## src/rtl/spi_buffer_swap_ctrl_if.sv

```systemverilog
// Bundle between the double-buffer sequencer and its surroundings: NITTA strobes,
// SPI word events, and the generated addresses, enables, limits and status.
interface spi_buffer_swap_ctrl_if #(
  parameter int ADDR_WIDTH = 4
);
  // Strobes (signal_cycle, signal_wr, signal_oe, spi_word_done) are one-cycle
  // qualifiers sampled on the rising clk. spi_cs is a level. There is no back-pressure.
  // The *_en and nitta_rd_valid outputs are valid in the same cycle as their strobe.
  logic                  signal_cycle;
  logic                  signal_wr;
  logic                  signal_oe;
  logic                  spi_cs;
  logic                  spi_word_done;
  logic                  bank_sel;
  logic [ADDR_WIDTH-1:0] nitta_wr_addr;
  logic                  nitta_wr_en;
  logic [ADDR_WIDTH-1:0] nitta_rd_addr;
  logic                  nitta_rd_valid;
  logic [ADDR_WIDTH-1:0] spi_addr;
  logic                  spi_wr_en;
  logic [ADDR_WIDTH-1:0] spi_tx_limit;
  logic                  swap;
  logic                  swap_pending;
  logic                  flag_overflow;
  logic                  flag_underflow;

  modport master (
    output signal_cycle, signal_wr, signal_oe, spi_cs, spi_word_done,
    input  bank_sel, nitta_wr_addr, nitta_wr_en, nitta_rd_addr, nitta_rd_valid,
           spi_addr, spi_wr_en, spi_tx_limit, swap, swap_pending,
           flag_overflow, flag_underflow
  );

  modport slave (
    input  signal_cycle, signal_wr, signal_oe, spi_cs, spi_word_done,
    output bank_sel, nitta_wr_addr, nitta_wr_en, nitta_rd_addr, nitta_rd_valid,
           spi_addr, spi_wr_en, spi_tx_limit, swap, swap_pending,
           flag_overflow, flag_underflow
  );
endinterface

```

## src/rtl/spi_buffer_swap_ctrl.sv

```systemverilog
// Bank-swap sequencer for the double-buffered SPI slave: address generation for both
// sides, frame swap on signal_cycle deferred until chip select is released.
module spi_buffer_swap_ctrl #(
  parameter int BUF_SIZE   = 10,
  parameter int ADDR_WIDTH = 4
) (
  input  logic                   clk,
  input  logic                   rst,
  spi_buffer_swap_ctrl_if.slave  bus,
  output logic [1:0]             o_dbg_state
);
  localparam logic [ADDR_WIDTH-1:0] LP_BUF = ADDR_WIDTH'(BUF_SIZE);

  typedef enum logic [1:0] {
    ST_RUN     = 2'd0,
    ST_WAIT_CS = 2'd1,
    ST_SWAP    = 2'd2
  } state_t;

  state_t                r_state;
  logic [ADDR_WIDTH-1:0] r_wr_addr;
  logic [ADDR_WIDTH-1:0] r_rd_addr;
  logic [ADDR_WIDTH-1:0] r_spi_addr;
  logic [ADDR_WIDTH-1:0] r_rd_limit;
  logic [ADDR_WIDTH-1:0] r_tx_limit;
  logic                  r_bank_sel;
  logic                  r_swap;
  logic                  r_swap_pending;
  logic                  r_ovf;
  logic                  r_unf;

  logic                  w_wr_ok;
  logic                  w_spi_ok;
  logic                  w_rd_ok;
  logic                  w_wr_en;
  logic                  w_spi_en;
  logic                  w_enter_swap;
  logic                  w_enter_wait;
  logic [ADDR_WIDTH-1:0] w_wr_next;
  logic [ADDR_WIDTH-1:0] w_spi_next;

  assign w_wr_ok    = r_wr_addr < LP_BUF;
  assign w_spi_ok   = r_spi_addr < LP_BUF;
  assign w_rd_ok    = r_rd_addr < r_rd_limit;
  assign w_wr_en    = bus.signal_wr & w_wr_ok;
  assign w_spi_en   = bus.spi_word_done & w_spi_ok;
  // Counts include same-cycle strobes, so the limits captured at a swap see them.
  assign w_wr_next  = r_wr_addr + ADDR_WIDTH'(w_wr_en);
  assign w_spi_next = r_spi_addr + ADDR_WIDTH'(w_spi_en);

  assign w_enter_swap = ((r_state == ST_RUN) & bus.signal_cycle & bus.spi_cs & ~bus.spi_word_done)
                      | ((r_state == ST_WAIT_CS) & bus.spi_cs);
  assign w_enter_wait = (r_state == ST_RUN) & bus.signal_cycle & ~w_enter_swap;

  always_ff @(posedge clk or negedge rst) begin
    if (!rst) begin
      r_state        <= ST_RUN;
      r_wr_addr      <= '0;
      r_rd_addr      <= '0;
      r_spi_addr     <= '0;
      r_rd_limit     <= '0;
      r_tx_limit     <= '0;
      r_bank_sel     <= 1'b0;
      r_swap         <= 1'b0;
      r_swap_pending <= 1'b0;
      r_ovf          <= 1'b0;
      r_unf          <= 1'b0;
    end else begin
      case (r_state)
        ST_RUN:     if (w_enter_swap) r_state <= ST_SWAP;
                    else if (w_enter_wait) r_state <= ST_WAIT_CS;
        ST_WAIT_CS: if (w_enter_swap) r_state <= ST_SWAP;
        default:    r_state <= ST_RUN;
      endcase
      r_swap         <= w_enter_swap;
      r_swap_pending <= w_enter_wait | ((r_state == ST_WAIT_CS) & ~bus.spi_cs);

      if (w_enter_swap) begin
        r_bank_sel <= ~r_bank_sel;
        r_rd_limit <= w_spi_next;
        r_tx_limit <= w_wr_next;
        r_wr_addr  <= '0;
        r_rd_addr  <= '0;
        r_spi_addr <= '0;
      end else begin
        r_wr_addr  <= w_wr_next;
        r_spi_addr <= w_spi_next;
        if (bus.signal_oe & w_rd_ok) r_rd_addr <= r_rd_addr + 1'b1;
      end

      if ((bus.signal_wr & ~w_wr_ok) | (bus.spi_word_done & ~w_spi_ok)) r_ovf <= 1'b1;
      if (bus.signal_oe & ~w_rd_ok) r_unf <= 1'b1;
    end
  end

  // Gated enables are also held low while reset is asserted.
  assign bus.nitta_wr_en    = rst & w_wr_en;
  assign bus.spi_wr_en      = rst & w_spi_en;
  assign bus.nitta_rd_valid = rst & w_rd_ok;

  assign bus.bank_sel       = r_bank_sel;
  assign bus.nitta_wr_addr  = r_wr_addr;
  assign bus.nitta_rd_addr  = r_rd_addr;
  assign bus.spi_addr       = r_spi_addr;
  assign bus.spi_tx_limit   = r_tx_limit;
  assign bus.swap           = r_swap;
  assign bus.swap_pending   = r_swap_pending;
  assign bus.flag_overflow  = r_ovf;
  assign bus.flag_underflow = r_unf;
  assign o_dbg_state        = r_state;
endmodule
```

## src/flat_wrapper.sv

```systemverilog
// flat-port wrapper written by rule: the top's interface ports become plain ports
module spi_buffer_swap_ctrl_flat 
#(
  parameter int BUF_SIZE   = 10,
  parameter int ADDR_WIDTH = 4
)
  (clk, rst, o_dbg_state, bus_signal_cycle, bus_signal_wr, bus_signal_oe, bus_spi_cs, bus_spi_word_done, bus_bank_sel, bus_nitta_wr_addr, bus_nitta_wr_en, bus_nitta_rd_addr, bus_nitta_rd_valid, bus_spi_addr, bus_spi_wr_en, bus_spi_tx_limit, bus_swap, bus_swap_pending, bus_flag_overflow, bus_flag_underflow);
  spi_buffer_swap_ctrl_if #(.ADDR_WIDTH(ADDR_WIDTH)) bus_i ();
  input  logic clk;
  input  logic rst;
  output logic [1:0] o_dbg_state;
  input wire logic [$bits(bus_i.signal_cycle)-1:0] bus_signal_cycle;
  input wire logic [$bits(bus_i.signal_wr)-1:0] bus_signal_wr;
  input wire logic [$bits(bus_i.signal_oe)-1:0] bus_signal_oe;
  input wire logic [$bits(bus_i.spi_cs)-1:0] bus_spi_cs;
  input wire logic [$bits(bus_i.spi_word_done)-1:0] bus_spi_word_done;
  output wire logic [$bits(bus_i.bank_sel)-1:0] bus_bank_sel;
  output wire logic [$bits(bus_i.nitta_wr_addr)-1:0] bus_nitta_wr_addr;
  output wire logic [$bits(bus_i.nitta_wr_en)-1:0] bus_nitta_wr_en;
  output wire logic [$bits(bus_i.nitta_rd_addr)-1:0] bus_nitta_rd_addr;
  output wire logic [$bits(bus_i.nitta_rd_valid)-1:0] bus_nitta_rd_valid;
  output wire logic [$bits(bus_i.spi_addr)-1:0] bus_spi_addr;
  output wire logic [$bits(bus_i.spi_wr_en)-1:0] bus_spi_wr_en;
  output wire logic [$bits(bus_i.spi_tx_limit)-1:0] bus_spi_tx_limit;
  output wire logic [$bits(bus_i.swap)-1:0] bus_swap;
  output wire logic [$bits(bus_i.swap_pending)-1:0] bus_swap_pending;
  output wire logic [$bits(bus_i.flag_overflow)-1:0] bus_flag_overflow;
  output wire logic [$bits(bus_i.flag_underflow)-1:0] bus_flag_underflow;
  assign bus_i.signal_cycle = bus_signal_cycle;
  assign bus_i.signal_wr = bus_signal_wr;
  assign bus_i.signal_oe = bus_signal_oe;
  assign bus_i.spi_cs = bus_spi_cs;
  assign bus_i.spi_word_done = bus_spi_word_done;
  assign bus_bank_sel = bus_i.bank_sel;
  assign bus_nitta_wr_addr = bus_i.nitta_wr_addr;
  assign bus_nitta_wr_en = bus_i.nitta_wr_en;
  assign bus_nitta_rd_addr = bus_i.nitta_rd_addr;
  assign bus_nitta_rd_valid = bus_i.nitta_rd_valid;
  assign bus_spi_addr = bus_i.spi_addr;
  assign bus_spi_wr_en = bus_i.spi_wr_en;
  assign bus_spi_tx_limit = bus_i.spi_tx_limit;
  assign bus_swap = bus_i.swap;
  assign bus_swap_pending = bus_i.swap_pending;
  assign bus_flag_overflow = bus_i.flag_overflow;
  assign bus_flag_underflow = bus_i.flag_underflow;
  spi_buffer_swap_ctrl #(.BUF_SIZE(BUF_SIZE), .ADDR_WIDTH(ADDR_WIDTH)) u_core (.clk(clk), .rst(rst), .bus(bus_i), .o_dbg_state(o_dbg_state));
endmodule
```

## config.mk

```make
export PLATFORM = sky130hd
export DESIGN_NAME = spi_buffer_swap_ctrl_flat
export DESIGN_NICKNAME = d
export VERILOG_FILES = /design/src/rtl/spi_buffer_swap_ctrl_if.sv /design/src/rtl/spi_buffer_swap_ctrl.sv /design/src/flat_wrapper.sv
export SDC_FILE = /design/constraint.sdc
export NUM_CORES = 1
export LEC_CHECK = 0
export CORE_MARGIN = 10
export CORE_UTILIZATION = 45
export DETAILED_ROUTE_END_ITERATION = 10
export PLACE_DENSITY_LB_ADDON = 0.25
export SYNTH_ARGS = -nofsm -noshare
export SYNTH_HDL_FRONTEND = slang
export SYNTH_SLANG_ARGS = --single-unit
```

## constraint.sdc

```tcl
create_clock -name clk -period 5.75 [get_ports clk]
set_clock_uncertainty 0.15 [all_clocks]
set_input_delay 1.725 -clock clk [delete_from_list [all_inputs] [get_ports clk]]
set_output_delay 1.725 -clock clk [all_outputs]
set_load 0.01 [all_outputs]
```

==> results.toml, run 1 <==
[status]
status = "finished clean"

[critical_path]
path_class = "in2out"
cp.arrival_ps = 3160
slowest_delay_ps = 680
rr_startpoint = "u_core.bus.nitta_rd_addr[1]"
cp_num_cells = 3
worstSetupStartpointType = "primary input"
cp_max_fo = 8
required_ps = 3880
path_delay_family = "buffers and inverters"
cp-end-kind = "output pin"
crit_start = "rst"
slowest_stage = "clkdlybuf4s50_1"
crit_buf_inv = 2
path_common_cell = "clkdlybuf4s50_1"
path_cells = "clkdlybuf4s50_1 > and3_1 > clkdlybuf4s50_1"
reg2reg_depth = 5
rrSetupSlack_ps = 3610

[synth]
ys_seq_area_share_pct = 54.0
yosysTopAreaCell = "dfrtp_1"
synthTopCellsByArea = "dfrtp_1 (54%), ha_1 (8.0%), o21ai_0 (5.2%), nand2_1 (4.8%), and2_1 (3.0%)"
ys.flop_type = "dfrtp_1"
async_reset_ff_share_pct = 100
synthCells = 121
synth-seq-cells = 27
synth_compound_area_share_pct = 12.0
avgSynthCellArea_um2 = 10.3
synth_mux_area_share_pct = 0.800
yosysTopAreaCellShare_pct = 54.0
syn_nets = 136
synth-xor-area-share_pct = 3.50
syn_area_mm2 = 0.00125
synth_fa_ha_area_share_pct = 8.00
synth_top_family_by_area = "simple AND/OR/NAND/NOR gates"
synth_cell_types = 25
yosys.area_share.simple_pct = 18.0
synth_edf_count = 0
synth_warnings = 0

[layout]
syn2layout_area_growth_pct = 31.7
final_cell_mix = "clkdlybuf4s50_1 (32), dfrtp_1 (27), nand2_1 (16), o21ai_0 (12), inv_1 (9)"
ff_latch_area_um2 = 676
final_common_cell = "clkdlybuf4s50_1"
drive_gt1_share_pct = 6.37
multi_input_area_um2 = 529
instances_no_fill = 188
num-nets-final = 173
antenna_cells = 0
fillers = 257
stdcell_area_mm2 = 0.00165

[clock_network]
numClockSinks = 27
cts_tree = "yes"
path_clk_slew_ps = 140
cts_inserted_buffers = 3
cts_root_buf = "clkbuf_4"
cts-htree-levels = 1
insertion_delay_ps = 320
cts_hold_buf = 0
clock_path_buffers = 2
ctsResizeCount = 0
post_cts_buffers = 0

[timing]
finalCriticalPeriod_ps = 5030
finalHoldViolCount = 0
max_slew.worst_pin.slew_ps = 412
drv_slew = 0
period_share_pct = 87.5
slew_headroom_pct = 71.8
grt_setup_unrepaired = "false"
tns_ps = 0
setup_viol_count_final = 0
fmax_mhz = 199

[detailed_routing]
drt_pass1_iterations = 4
viasPerCell = 5.11
drc_errors = 0
drt_iter0_markers = 20
vias = 960
drtAntennaViolNets = 0
routedWlPerCell_um = 15.0
routed_wirelength_mm = 2.81

[global_routing]
grt_start_max_net_pins = 22
grt_overflow = 0
grt.total_usage_pct = 11.1
first_global_vias = 1013
grt_pass1_wl_mm = 4.83
antenna_found_initial = 0

[floorplanning]
io_pins = 33
die_area_mm2 = 0.00529
floorplan.die.height_um = 72.7
die_x_um = 72.7
row_count = 19
initial_core_util_pct = 46.2
core-area_mm2 = 0.00271

[placement]
placed_cell_area_mm2 = 0.00162
hpwlAfterDp_mm = 2.19
port-buffer-count = 32
gp_congestion = 0.830
post-place-cells = 184

[min_path]
holdPathStages = 1
min_from = "u_core.bus.bank_sel"
hold_class = "reg2reg"

[pwr]
p_leak_nw = 0.767
p_sw_share_pct = 36.2
p_clk_share_pct = 11.4
power.density_mw_per_mm2 = 435
p_sw_w = 0.000259
p_seq_share_pct = 41.9
p_int_w = 0.000457
combPwrFrac_pct = 46.7
peakVddDrop_uv = 335

[run]
maxCapViolations = 0
## registers in the layout, indices dropped and copies added (netlist names)
register / cells
u_core.bus.bank_sel: 1
u_core.bus.flag_overflow: 1
u_core.bus.flag_underflow: 1
u_core.bus.nitta_rd_addr: 4
u_core.bus.nitta_wr_addr: 4
u_core.bus.spi_addr: 4
u_core.bus.spi_tx_limit: 4
u_core.bus.swap: 1
u_core.bus.swap_pending: 1
u_core.o_dbg_state: 2
u_core.r_rd_limit: 4
## cell families after synthesis
logic type,after synthesis
AO/OA/AOI/OAI,24
AND/OR/NAND/NOR,44
multiplexers,1
adder cells (fa/ha/maj),8
flip-flops,27
buffers and inverters,12
XOR/XNOR,5
## Yosys cell counts (2+ instances only)
cell type  count
dfrtp_1       27
nand2_1       16
o21ai_0       13
inv_1          9
ha_1           8
and2_1         6
nand3_1        6
a21oi_1        5
nor2_1         5
and3_1         3
nor2b_1        3
xnor2_1        3
clkbuf_1       2
nand2b_1       2
nor3b_1        2
xor2_1         2
## per-layer routing
metal  part of all wire (%)  vias up  track usage [%]  wire length (µm)
met5                      0        -                0                 0
met4                   0.68        0             3.16                19
met3                    5.8        2             3.67               164
met2                     49       19             18.2              1370
met1                     45      461             13.6              1260
li1                       -      478                -                 -
## worst paths after layout
kind | to
max | bus_spi_wr_en
min | u_core.bus.bank_sel
max reg2reg | u_core.bus.nitta_rd_addr[3]
min reg2reg | u_core.bus.bank_sel
max in group asynchronous | u_core.bus.nitta_rd_addr[1]
min in group asynchronous | u_core.bus.nitta_wr_addr[0]
## final cells by class
cell class | count | share of cell area, %
Sequential cell | 27 | 41.0
Multi-Input combinational cell | 82 | 32.1
Clock buffer | 3 | 1.37
Clock inverter | 1 | 0.304
Inverter | 9 | 2.05
Timing Repair Buffer | 35 | 20.8
Tap cell | 31 | 2.35
## metrics by stage
step | utilization [%] | setup WS [ps] | total power, W | hold WS (ps)
floorplan | - | 1950 | 0.000477 | 297
global placement | 59.8 | 712 | 0.000631 | 290
detailed placement | 59.8 | 718 | 0.000644 | 320
CTS | 60.8 | 715 | 0.000725 | 341
global route | 60.8 | 658 | 0.000780 | 368
finish | 60.8 | 719 | 0.000717 | 335
## power by group through the flow
stage	Sequential, W	Combinational (W)	Clock [W]
3_3_place_gp	0.000302	0.000329	0
6_report	0.000300	0.000335	0.0000817
4_1_cts	0.000301	0.000340	0.0000839
2_1_floorplan	0.000319	0.000158	0
3_5_place_dp	0.000305	0.000339	0
5_1_grt	0.000309	0.000378	0.0000921
(Power assumes the default switching activity.)
==> run 2: changes to the inputs <==
- CORE_UTILIZATION: 45 -> 51
==> run 2 against run 1 <==
  * Utilization increased by 11 points
  * Wire length increased by 2.9%
  * Largest power group unchanged
  * Sequential power about the same
  * Clock-buffer cell count increased by 1
  * Register-to-register slack got worse by 50 ps
  * Sequential share of layout area increased by 0.12 points
  * Combinational power increased by 2%
  * Final cell count decreased by 1.6%
  * Total power increased by 0.54%
  * Non-clock buffer count unchanged
  * Sequential cell count unchanged
==> results.toml, run 2 (synthesis gave the netlist of run 1 again) <==
[clock_network]
clock_path_buffers = 2
cts_root_buf = "clkbuf_4"
cts_hold_buf = 0
post_cts_buffers = 0
ctsResizeCount = 0
path_clk_slew_ps = 130
cts_inserted_buffers = 3
cts_tree = "yes"
numClockSinks = 27
cts-htree-levels = 1
insertion_delay_ps = 320

[floorplanning]
io_pins = 33
die_area_mm2 = 0.00483
core-area_mm2 = 0.00228
row_count = 17
initial_core_util_pct = 55.0
die_x_um = 69.5
floorplan.die.height_um = 69.5

[critical_path]
reg2reg_depth = 5
cp-end-kind = "output pin"
worstSetupStartpointType = "primary input"
path_cells = "clkdlybuf4s50_1 > and3_1 > clkdlybuf4s50_1"
cp_max_fo = 10
cp_num_cells = 3
cp.arrival_ps = 3250
path_delay_family = "buffers and inverters"
crit_buf_inv = 2
path_common_cell = "clkdlybuf4s50_1"
path_class = "in2out"
required_ps = 3880
slowest_delay_ps = 740
slowest_stage = "clkdlybuf4s50_1"

[layout]
final_cell_mix = "clkdlybuf4s50_1 (32), dfrtp_1 (27), nand2_1 (16), o21ai_0 (12), inv_1 (9)"
antenna_cells = 0
num-nets-final = 173
drive_gt1_share_pct = 5.73
fillers = 179
syn2layout_area_growth_pct = 31.3
final_common_cell = "clkdlybuf4s50_1"

[global_routing]
grt_pass1_wl_mm = 4.99
first_global_vias = 1008
grt_start_max_net_pins = 22
grt_overflow = 0
antenna_found_initial = 0
grt.total_usage_pct = 12.3

[detailed_routing]
routedWlPerCell_um = 15.6
routed_wirelength_mm = 2.89
vias = 989
drtAntennaViolNets = 0
drc_errors = 0
drt_iter0_markers = 40
drt_pass1_iterations = 6
viasPerCell = 5.35

[placement]
hpwlAfterDp_mm = 2.29
port-buffer-count = 32
gp_congestion = 0.754

[timing]
slew_headroom_pct = 70.9
period_share_pct = 89.1
fmax_mhz = 195
finalCriticalPeriod_ps = 5120
setup_viol_count_final = 0
grt_setup_unrepaired = "false"
tns_ps = 0
finalHoldViolCount = 0
drv_slew = 0
max_slew.worst_pin.slew_ps = 435

[run]
maxCapViolations = 0

[pwr]
peakVddDrop_uv = 308
power.density_mw_per_mm2 = 439
p_leak_nw = 0.764
p_total_w = 0.000720

[min_path]
holdPathStages = 1
hold_class = "reg2reg"

[status]
status = "finished clean"
[run 2: cell count changes in the layout (fill, tap and decap cells not counted), sizes merged]
cell,change
clkbuf,+1
clkinv,-1
[run 2: path summary, 6_finish.rpt]
kind,start,end,slack [ps]
max in group asynchronous,rst,u_core.bus.swap,3340
hold / removal,u_core.bus.bank_sel,u_core.bus.bank_sel,340
hold reg to reg,u_core.bus.bank_sel,u_core.bus.bank_sel,340
setup reg to reg,u_core.bus.nitta_rd_addr[1],u_core.bus.nitta_rd_addr[3],3560
min in group asynchronous,rst,u_core.bus.nitta_wr_addr[3],1540
setup / recovery,rst,bus_spi_wr_en,630
[run 2: layer usage]
metal | vias to the layer above | routed length (µm) | GRT usage [%]
li1 | 478 | - | -
met1 | 480 | 1130 | 12.6
met2 | 24 | 1510 | 22.1
met3 | 7 | 196 | 4.28
met4 | 0 | 51 | 4.66
met5 | - | 0 | 0
[run 2: metrics by stage]
step	hold slack, ps	cells	area [µm²]	util, %	setup WS, ps
final	338	185	1640	72.2	629
after global placement	290	181	1620	71.0	613
after detailed placement	312	181	1620	71.0	584
after CTS	343	185	1640	72.2	584
after global routing	358	185	1640	72.2	537
after floorplan	297	121	1250	-	1950
[run 2: area by class of cell]
type	count	area, µm²	area share [%]
sequential	27	676	41.1
multi-input combinational	82	529	32.2
timing repair buffer	35	343	20.9
tap	28	35.0	2.13
inverter	9	33.8	2.06
clock buffer	4	26.3	1.60
[run 2: where the power goes]
group | internal, W | leakage (nW) | total [W] | switching [W]
combinational | 0.000181 | 0.407 | 0.000341 | 0.000160
sequential | 0.000251 | 0.342 | 0.000299 | 0.0000488
clock | 0.0000272 | 0.0150 | 0.0000805 | 0.0000533
==> run 3: changes to the inputs <==
- GPL_ROUTABILITY_DRIVEN: not set -> 0
==> results of run 3 <==
The final DEF is identical to that of run 2; final timing and power are the same.
